**config.mk**
```make
export PLATFORM = sky130hd
export DESIGN_NAME = apb_master_bridge
export DESIGN_NICKNAME = d
export VERILOG_FILES = /design/src/rtl/apb_master_bridge.sv
export SDC_FILE = /design/constraint.sdc
export NUM_CORES = 1
export LEC_CHECK = 0
export BUFFER_PORTS_ARGS = -buffer_cell sky130_fd_sc_hd__buf_2
export CORE_MARGIN = 2
export CORE_UTILIZATION = 25
export DETAILED_ROUTE_END_ITERATION = 8
export PLACE_DENSITY = 0.52
export SLEW_MARGIN = 20
export SYNTH_ARGS = -nofsm -noshare
export SYNTH_HDL_FRONTEND = slang
export SYNTH_SLANG_ARGS = --single-unit
```
**constraint.sdc**
```tcl
create_clock -name PCLK -period 4.5 [get_ports PCLK]
set_input_delay 0.225 -clock PCLK [delete_from_list [all_inputs] [get_ports PCLK]]
set_output_delay 0.225 -clock PCLK [all_outputs]
set_load 0.02 [all_outputs]
```
**src/rtl/apb_master_bridge.sv**
```systemverilog
// -----------------------------------------------------------------------------
// apb_master_bridge
//   APB3 requester. Accepts one command at a time from a valid/ready stream,
//   runs it as an IDLE -> SETUP -> ACCESS transfer and returns the result on a
//   valid/ready response channel. A transfer is abandoned after TIMEOUT ACCESS
//   cycles without PREADY.
//
// Ports
//   PCLK, PRESET                  clock, asynchronous active-low reset
//   cmd_valid/cmd_ready           command handshake
//   cmd_write/cmd_addr/cmd_wdata  command payload
//   rsp_valid/rsp_ready           response handshake
//   rsp_rdata/rsp_err/rsp_timeout response payload
//   PSEL/PENABLE/PWRITE/PADDR/PWDATA   APB request signals (registered)
//   PRDATA/PREADY/PSLVERR              APB completion signals
// -----------------------------------------------------------------------------
module apb_master_bridge #(
    parameter int ADDR_W  = 32,
    parameter int DATA_W  = 32,
    parameter int TIMEOUT = 16
) (
    input  logic              PCLK,
    input  logic              PRESET,
    input  logic              cmd_valid,
    output logic              cmd_ready,
    input  logic              cmd_write,
    input  logic [ADDR_W-1:0] cmd_addr,
    input  logic [DATA_W-1:0] cmd_wdata,
    output logic              rsp_valid,
    input  logic              rsp_ready,
    output logic [DATA_W-1:0] rsp_rdata,
    output logic              rsp_err,
    output logic              rsp_timeout,
    output logic              PSEL,
    output logic              PENABLE,
    output logic              PWRITE,
    output logic [ADDR_W-1:0] PADDR,
    output logic [DATA_W-1:0] PWDATA,
    input  logic [DATA_W-1:0] PRDATA,
    input  logic              PREADY,
    input  logic              PSLVERR
);

    localparam int CNT_W = $clog2(TIMEOUT + 1);

    typedef enum logic [1:0] {
        ST_IDLE   = 2'd0,
        ST_SETUP  = 2'd1,
        ST_ACCESS = 2'd2
    } state_t;

    state_t           r_state;
    state_t           w_next;
    logic             r_alive;
    logic [CNT_W-1:0] r_cnt;
    logic             w_accept;
    logic             w_done_ok;
    logic             w_done_to;

    // r_alive keeps cmd_ready low until the first edge after reset release,
    // so every output reads 0 while PRESET is asserted.
    assign cmd_ready = r_alive && (r_state == ST_IDLE) && (!rsp_valid || rsp_ready);

    // State register
    always_ff @(posedge PCLK or negedge PRESET) begin
        if (!PRESET) begin
            r_state <= ST_IDLE;
        end else begin
            r_state <= w_next;
        end
    end

    // Next-state decode and transfer completion qualifiers
    always_comb begin
        w_next    = r_state;
        w_accept  = 1'b0;
        w_done_ok = 1'b0;
        w_done_to = 1'b0;
        case (r_state)
            ST_IDLE: begin
                if (cmd_valid && cmd_ready) begin
                    w_accept = 1'b1;
                    w_next   = ST_SETUP;
                end else begin
                    w_next   = ST_IDLE;
                end
            end
            ST_SETUP: begin
                w_next = ST_ACCESS;
            end
            ST_ACCESS: begin
                if (PREADY) begin
                    w_done_ok = 1'b1;
                    w_next    = ST_IDLE;
                end else if (r_cnt == CNT_W'(TIMEOUT - 1)) begin
                    // r_cnt holds the number of stalled ACCESS edges already
                    // seen, so this edge ends the TIMEOUT-th ACCESS cycle.
                    w_done_to = 1'b1;
                    w_next    = ST_IDLE;
                end else begin
                    w_next    = ST_ACCESS;
                end
            end
            default: begin
                w_next = ST_IDLE;
            end
        endcase
    end

    // APB request outputs, wait counter and response registers
    always_ff @(posedge PCLK or negedge PRESET) begin
        if (!PRESET) begin
            r_alive     <= 1'b0;
            r_cnt       <= {CNT_W{1'b0}};
            PSEL        <= 1'b0;
            PENABLE     <= 1'b0;
            PWRITE      <= 1'b0;
            PADDR       <= {ADDR_W{1'b0}};
            PWDATA      <= {DATA_W{1'b0}};
            rsp_valid   <= 1'b0;
            rsp_rdata   <= {DATA_W{1'b0}};
            rsp_err     <= 1'b0;
            rsp_timeout <= 1'b0;
        end else begin
            r_alive <= 1'b1;
            // Derived from the next state so the APB phase lines are registered.
            PSEL    <= (w_next != ST_IDLE);
            PENABLE <= (w_next == ST_ACCESS);

            if (w_accept) begin
                PWRITE <= cmd_write;
                PADDR  <= cmd_addr;
                PWDATA <= cmd_wdata;
                r_cnt  <= {CNT_W{1'b0}};
            end else if ((r_state == ST_ACCESS) && !PREADY) begin
                r_cnt  <= r_cnt + {{(CNT_W-1){1'b0}}, 1'b1};
            end else begin
                r_cnt  <= r_cnt;
            end

            // A transfer only starts once the previous response is gone, so a
            // completion never coincides with a response handshake.
            if (w_done_ok) begin
                rsp_valid   <= 1'b1;
                rsp_rdata   <= (PWRITE || PSLVERR) ? {DATA_W{1'b0}} : PRDATA;
                rsp_err     <= PSLVERR;
                rsp_timeout <= 1'b0;
            end else if (w_done_to) begin
                rsp_valid   <= 1'b1;
                rsp_rdata   <= {DATA_W{1'b0}};
                rsp_err     <= 1'b1;
                rsp_timeout <= 1'b1;
            end else if (rsp_valid && rsp_ready) begin
                rsp_valid   <= 1'b0;
                rsp_rdata   <= {DATA_W{1'b0}};
                rsp_err     <= 1'b0;
                rsp_timeout <= 1'b0;
            end else begin
                rsp_valid   <= rsp_valid;
            end
        end
    end

endmodule

```
Yosys cells after proc, flatten, opt, wreduce, memory -nomap -nowiden
Index checks and enable logic that the tools add are counted.
{"block": "word_totals", "register_bits": 110, "latch_bits": 0, "ramBits": 0, "romBits": 0, "input_bits": 103, "output_inout_bits": 103, "wordCells": 52, "mem_count": 0}
{"block": "op_classes", "n_addsub": 1, "n_mul": 0, "div_mod_pow": 0, "magnitude_cmp": 0, "eq_ne": 4, "n_shift": 0, "n_mux": 22, "n_bitwise": 0, "n_reduce_logical": 13}
{"op": "$mux 32", "count": 4}
{"op": "$mux 1", "count": 13}
{"op": "$mux 5", "count": 2}
{"op": "$pmux 2 s3", "count": 1}
{"op": "$add 5x1->5 const B", "count": 1}
{"op": "$eq 5x4->1 const B", "count": 1}
{"op": "$logic_and 1x1->1", "count": 5}
{"op": "$eq 2x2->1 const B", "count": 2}
{"op": "$mux 2", "count": 2}
{"op": "$reduce_bool 2->1", "count": 2}
{"op": "$reduce_bool 3->1", "count": 1}
{"op": "$eq 2x1->1 const B", "count": 1}
{"op": "$logic_not 1->1", "count": 2}
{"op": "$logic_not 2->1", "count": 1}
{"op": "$logic_or 1x1->1", "count": 2}

Longest topological paths before layout
{"block": "depth", "word_depth": 7, "mapped_depth": 7, "depth_no_buf": 6}

Worst setup path before layout
OpenSTA, ideal clock, no wires.
{"block": "synth_path", "path_type": "flip-flop to flip-flop", "from": "register r_cnt[0]", "to": "register rsp_rdata[23]", "setup_time_ps": 66, "arrival_ps": 1710, "required_time_ps": 4434, "setup_slack_ps": 2725, "path_stages_with_launch": 8, "n_path_buf": 1, "period_less_slack_ps": 1775, "cell_sequence": "dfrtp_1 -> ha_1 -> and3_1 -> ha_1 -> nor2_1 -> a2bb2oi_4 -> buf_2 -> a22o_1"}
{"block": "synth_between", "elab_chain_len": 6, "word_cells_on_any_way": 7, "classes_between": "eq/ne (1); mux (5); reduce/logical (1)"}
{"item": "start, declared", "line_no": "55", "rtl": "logic [CNT_W-1:0] r_cnt;"}
{"item": "start signal, assigned", "line_no": "114", "rtl": "r_cnt <= {CNT_W{1'b0}};"}
{"item": "start signal, assigned", "line_no": "134", "rtl": "r_cnt <= {CNT_W{1'b0}};"}
{"item": "start signal, assigned", "line_no": "136", "rtl": "r_cnt <= r_cnt + {{(CNT_W-1){1'b0}}, 1'b1};"}
{"item": "$eq 5x4->1 (*)", "line_no": "95", "rtl": "end else if (r_cnt == CNT_W'(TIMEOUT - 1)) begin"}
{"item": "$mux 1 (*)", "line_no": "95"}
{"item": "$mux 1 (*)", "line_no": "92", "rtl": "if (PREADY) begin"}
{"item": "$mux 1 (*)", "line_no": "79", "rtl": "case (r_state)"}
{"item": "$mux 32", "line_no": "148", "rtl": "end else if (w_done_to) begin"}
{"item": "$mux 32", "line_no": "143", "rtl": "if (w_done_ok) begin"}
{"item": "end signal, assigned", "line_no": "145", "rtl": "rsp_rdata <= (PWRITE || PSLVERR) ? {DATA_W{1'b0}} : PRDATA;"}
{"item": "end signal, assigned", "line_no": "150", "rtl": "rsp_rdata <= {DATA_W{1'b0}};"}
{"item": "end signal, assigned", "line_no": "155", "rtl": "rsp_rdata <= {DATA_W{1'b0}};"}
{"item": "end, declared", "line_no": "31", "rtl": "output logic [DATA_W-1:0] rsp_rdata,"}
Mark *: on every way between the ends. The rest lies on a longest branch, timed or not.
A chain may end at the register's enable or synchronous reset.

Final worst setup path
{"block": "layout_path", "from": "register r_state[1]", "to": "register PWDATA[16]"}
{"block": "layout_between", "elab_chain_len": 6}
{"item": "start, declared", "line_no": "52", "rtl": "state_t r_state;"}
{"item": "start signal, assigned", "line_no": "69", "rtl": "r_state <= w_next;"}
{"item": "$logic_not 2->1 (*)", "line_no": "62, 79"}
{"item": "$logic_and 1x1->1 (2 in a row)", "line_no": "62", "rtl": "assign cmd_ready = r_alive && (r_state == ST_IDLE) && (!rsp_valid || rsp_ready);"}
{"item": "$logic_and 1x1->1", "line_no": "81", "rtl": "if (cmd_valid && cmd_ready) begin"}
{"item": "$mux 1", "line_no": "81"}
{"item": "$mux 1 (*)", "line_no": "79"}
{"item": "end signal, assigned", "line_no": "119", "rtl": "PWDATA <= {DATA_W{1'b0}};"}
{"item": "end signal, assigned", "line_no": "133", "rtl": "PWDATA <= cmd_wdata;"}
{"item": "end, declared", "line_no": "38", "rtl": "output logic [DATA_W-1:0] PWDATA,"}
Marks and branches as above.

==> out/results.tsv <==
stage	metric	value	unit
sta	Slew HR	0.281	
drt	WL final	10.0	mm
sta	Slew Viols, Final	0	
floorplanning	Die H	138	µm
floorplanning	die area	19100	µm²
global_route	grt ovf	0	
synth	most frequent cell after synthesis	dfrtp_1	
drt	detail-routed net length per standard cell	14.4	µm
cells_and_area	share of cells above drive strength 1	0.626	
sta	Least-Margin Pin Slew	1.08	ns
synth	Post-Synthesis Cells	259	
critical_path	crit-path leading delay family	simple AND/OR/NAND/NOR gates	
synth	Warnings, synthesis	0	
sta	fin crit share	0.552	
floorplanning	die width	138	µm
drt	met2 routed wirelength	4.44	mm
global_route	gr usage total	0.106	
drt	WL met1	4.53	mm
hold_path	Hold Path End	rsp_rdata[31]	
global_route	number of global-route vias before repair	3125	
synth	syn_nets	364	
clocking	clock-pin slew on the worst setup and hold paths	0.08	ns
synth	post-synth cell types	31	
synth	Compound-Gate Fraction of Synth Area	0.0829	
sta	Max Clk Rate	402	MHz
floorplanning	initial core utilization	0.253	
drt	Top Layer Used	met4	
synth	post-synthesis simple-gate area fraction	0.0313	
clocking	CTS H-tree depth	3	
power_and_ir_drop	total power	3.46	mW
drt	Vias	2937	
synth	adder and majority gate portion of the synthesized area	0.00554	
sta	post-layout min period	2.48	ns
clocking	CTS tree	done	
critical_path	CP max stage delay	0.96	ns
synth	syn avg cell area	17.4	µm²
synth	Mapped Area	4510	µm²
synth	largest family of logic cells by synthesized area	multiplexers	
global_route	first-pass GRT wire length	16.3	mm
cells_and_area	post-route design area	5950	µm²
critical_path	CP Buf/Inv Count	1	
place	area post-placement	5630	µm²
cells_and_area	Area Growth Syn to Fin	31.8	%
drt	1st-iter DRT viols	97	
critical_path	Worst Path Max Fanout	58	
drt	final antenna-violating net count	0	
synth	Post-synth EDFFs	0	
power_and_ir_drop	static leakage	3.08	nW
synth	Seq cells post-synth	110	
sta	total negative slack	0	ns
clocking	Root Driver	clkbuf_16	
hold_path	worst hold path type	input pin to flip-flop	
clocking	clock buffer depth	2	
global_route	initial antenna violation count	0	
critical_path	Setup Crit Path Kind	flip-flop to flip-flop	
cells_and_area	ANT cells	0	
synth	mux cell area share after synthesis	0.217	
status	status	finished, final reports clean	
critical_path	crit path DAT	2.72	ns
critical_path	r2r worst-path depth	4	
critical_path	R2R Path Start	r_state[1]	
synth	Main synth FF type	dfrtp_1	
cells_and_area	fin cells	697	
sta	RSZ-0062 raised after global routing	no	
clocking	Num Clock Sinks	110	
place	Cells after DPL	680	
place	I/O Buffers	205	
critical_path	CP required	4.73	ns
run	maximum capacitance violations	0	
sta	final setup vio count	0	
floorplanning	Top-Level Pins	206	
synth	Post-synth ARST share	1.00	
clocking	Setup Buffers After CTS	0	
synth	area leader, netlist	dfrtp_1	
sta	Clock Skews	0.00943	ns
hold_path	hold path depth	2	
synth	area share of the largest cell type after synthesis	0.610	
cells_and_area	Core Util, Final	0.333	
clocking	clock buffer count from CTS	9	
synth	Synth Area in XOR/XNOR	0.00388	
drt	post-DR vias/cell	4.21	
critical_path	Startpoint Class	flip-flop	
critical_path	r2r setup slk	2.02	ns
floorplanning	core area	17800	µm²
drt	met3 wire len	814	µm
drt	DRC Markers	0	
drt	drt pass-1 iters	4	
clocking	worst-skew pair later-pin latency	0.35	ns
hold_path	HP Start	PRDATA[31]	
place	Placer Congestion	0.755	
synth	largest cells by area after synthesis	dfrtp_1 61%, mux2_4 21%, a22o_1 6.4%, buf_12 3.1%, buf_6 1.2%	
power_and_ir_drop	peak supply drop	0.195	mV
cells_and_area	Fill cells	1765	
floorplanning	row cnt	49	
sta	final hold vios	0	
cells_and_area	fin nets	568	
critical_path	CP max stage cell	and4_4	
power_and_ir_drop	PwrDens	581	nW/µm²
critical_path	CP Cell Sequence	nor2_1 > and4_4 > buf_4 > mux2_4	
place	HPWL after DPL	6.95	mm
synth	Synth top cells by count	110 x dfrtp_1, 63 x mux2_4, 33 x a22o_1, 7 x buf_12	
global_route	largest net degree at the start of global routing	60	
synth	sequential share of the synthesized area	0.610	
critical_path	RR Endpoint	PWDATA[16]	
critical_path	CP endpoint kind	flip-flop	
==> how the worst max path moves through the flow <==
stage | from | end | slack (ns) | cells after the start
finish | r_state[1] | PWDATA[16] | 2.02 | 4
floorplan | r_cnt[0] | rsp_rdata[23] | 2.72 | 7
CTS | r_state[1] | PADDR[2] | 1.97 | 4
global placement | r_state[1] | PWDATA[22] | 2.06 | 4
global route | r_state[1] | PADDR[0] | 1.85 | 4
detailed placement | r_state[1] | PADDR[2] | 2.01 | 4
==> routing by layer <==
| metal | global-route usage | vias up |
|---|---|---|
| li1 | - | 1345 |
| met1 | 0.140 | 1446 |
| met2 | 0.155 | 130 |
| met3 | 0.0378 | 16 |
| met4 | 0.0516 | 0 |
| met5 | 0 | - |
==> flip-flops by register name (all words and copies together) (netlist names) <==
signal       flops
rsp_valid        1
PADDR           32
PWRITE           1
PENABLE          1
rsp_err          1
PWDATA          32
r_cnt            5
PSEL             1
rsp_rdata       32
r_alive          1
rsp_timeout      1
r_state          2
==> layout by cell type, fill, tap and decap left out, drive strengths merged, types with 2 or more instances in the layout <==
| cell type | netlist | layout |
|---|---|---|
| a21oi | 2 | 2 |
| a22o | 33 | 33 |
| and3 | 2 | 2 |
| buf | 16 | 208 |
| clkbuf | 0 | 9 |
| clkinvlp | 0 | 2 |
| dfrtp | 110 | 110 |
| ha | 2 | 2 |
| inv | 1 | 4 |
| mux2 | 65 | 65 |
| nand2b | 2 | 2 |
| nor2 | 5 | 5 |
| o21ai | 2 | 2 |
| o31ai | 3 | 3 |
| xnor2 | 2 | 2 |
==> per-stage QoR <==
step	hold slack, ns	worst slack (ns)
floorplan	-0.0706	2.72
global placement	0.342	2.06
finish	0.0818	2.02
detailed placement	0.348	2.01
global route	0.0695	1.85
CTS	0.0625	1.97
==> timing repair <==
action / 4_1_cts / 5_1_grt
resized for setup: 0 / 0
hold endpoints to repair: 58 / 0
hold buffers: 1 / 0
==> cell families after synthesis <==
| logic type | after synthesis |
|---|---|
| buffers and inverters | 17 |
| AOI/OAI and AO/OA | 43 |
| xor gates and xnor gates | 2 |
| adders and majority gates | 2 |
| DFF | 110 |
| and+or+nand+nor | 18 |
| other | 1 |
| muxes | 66 |
==> area by class of cell <==
cell class                      instances  area, µm²  share of cell area
Multi-Input combinational cell        132       1540               0.259
Tap cell                              229        287              0.0482
Inverter                                1       3.75            0.000631
Timing Repair Buffer                  209       1060               0.178
Clock inverter                          7       80.1              0.0135
Clock buffer                            9        225              0.0379
Sequential cell                       110       2750               0.463
==> power by group <==
group	internal, mW	leakage [nW]	total, mW	switching (mW)
clock	0.439	0.143	0.824	0.385
combinational	0.565	1.56	1.20	0.635
sequential	1.27	1.37	1.43	0.162
total	2.28	3.08	3.46	1.18
(Power assumes the default switching activity.)
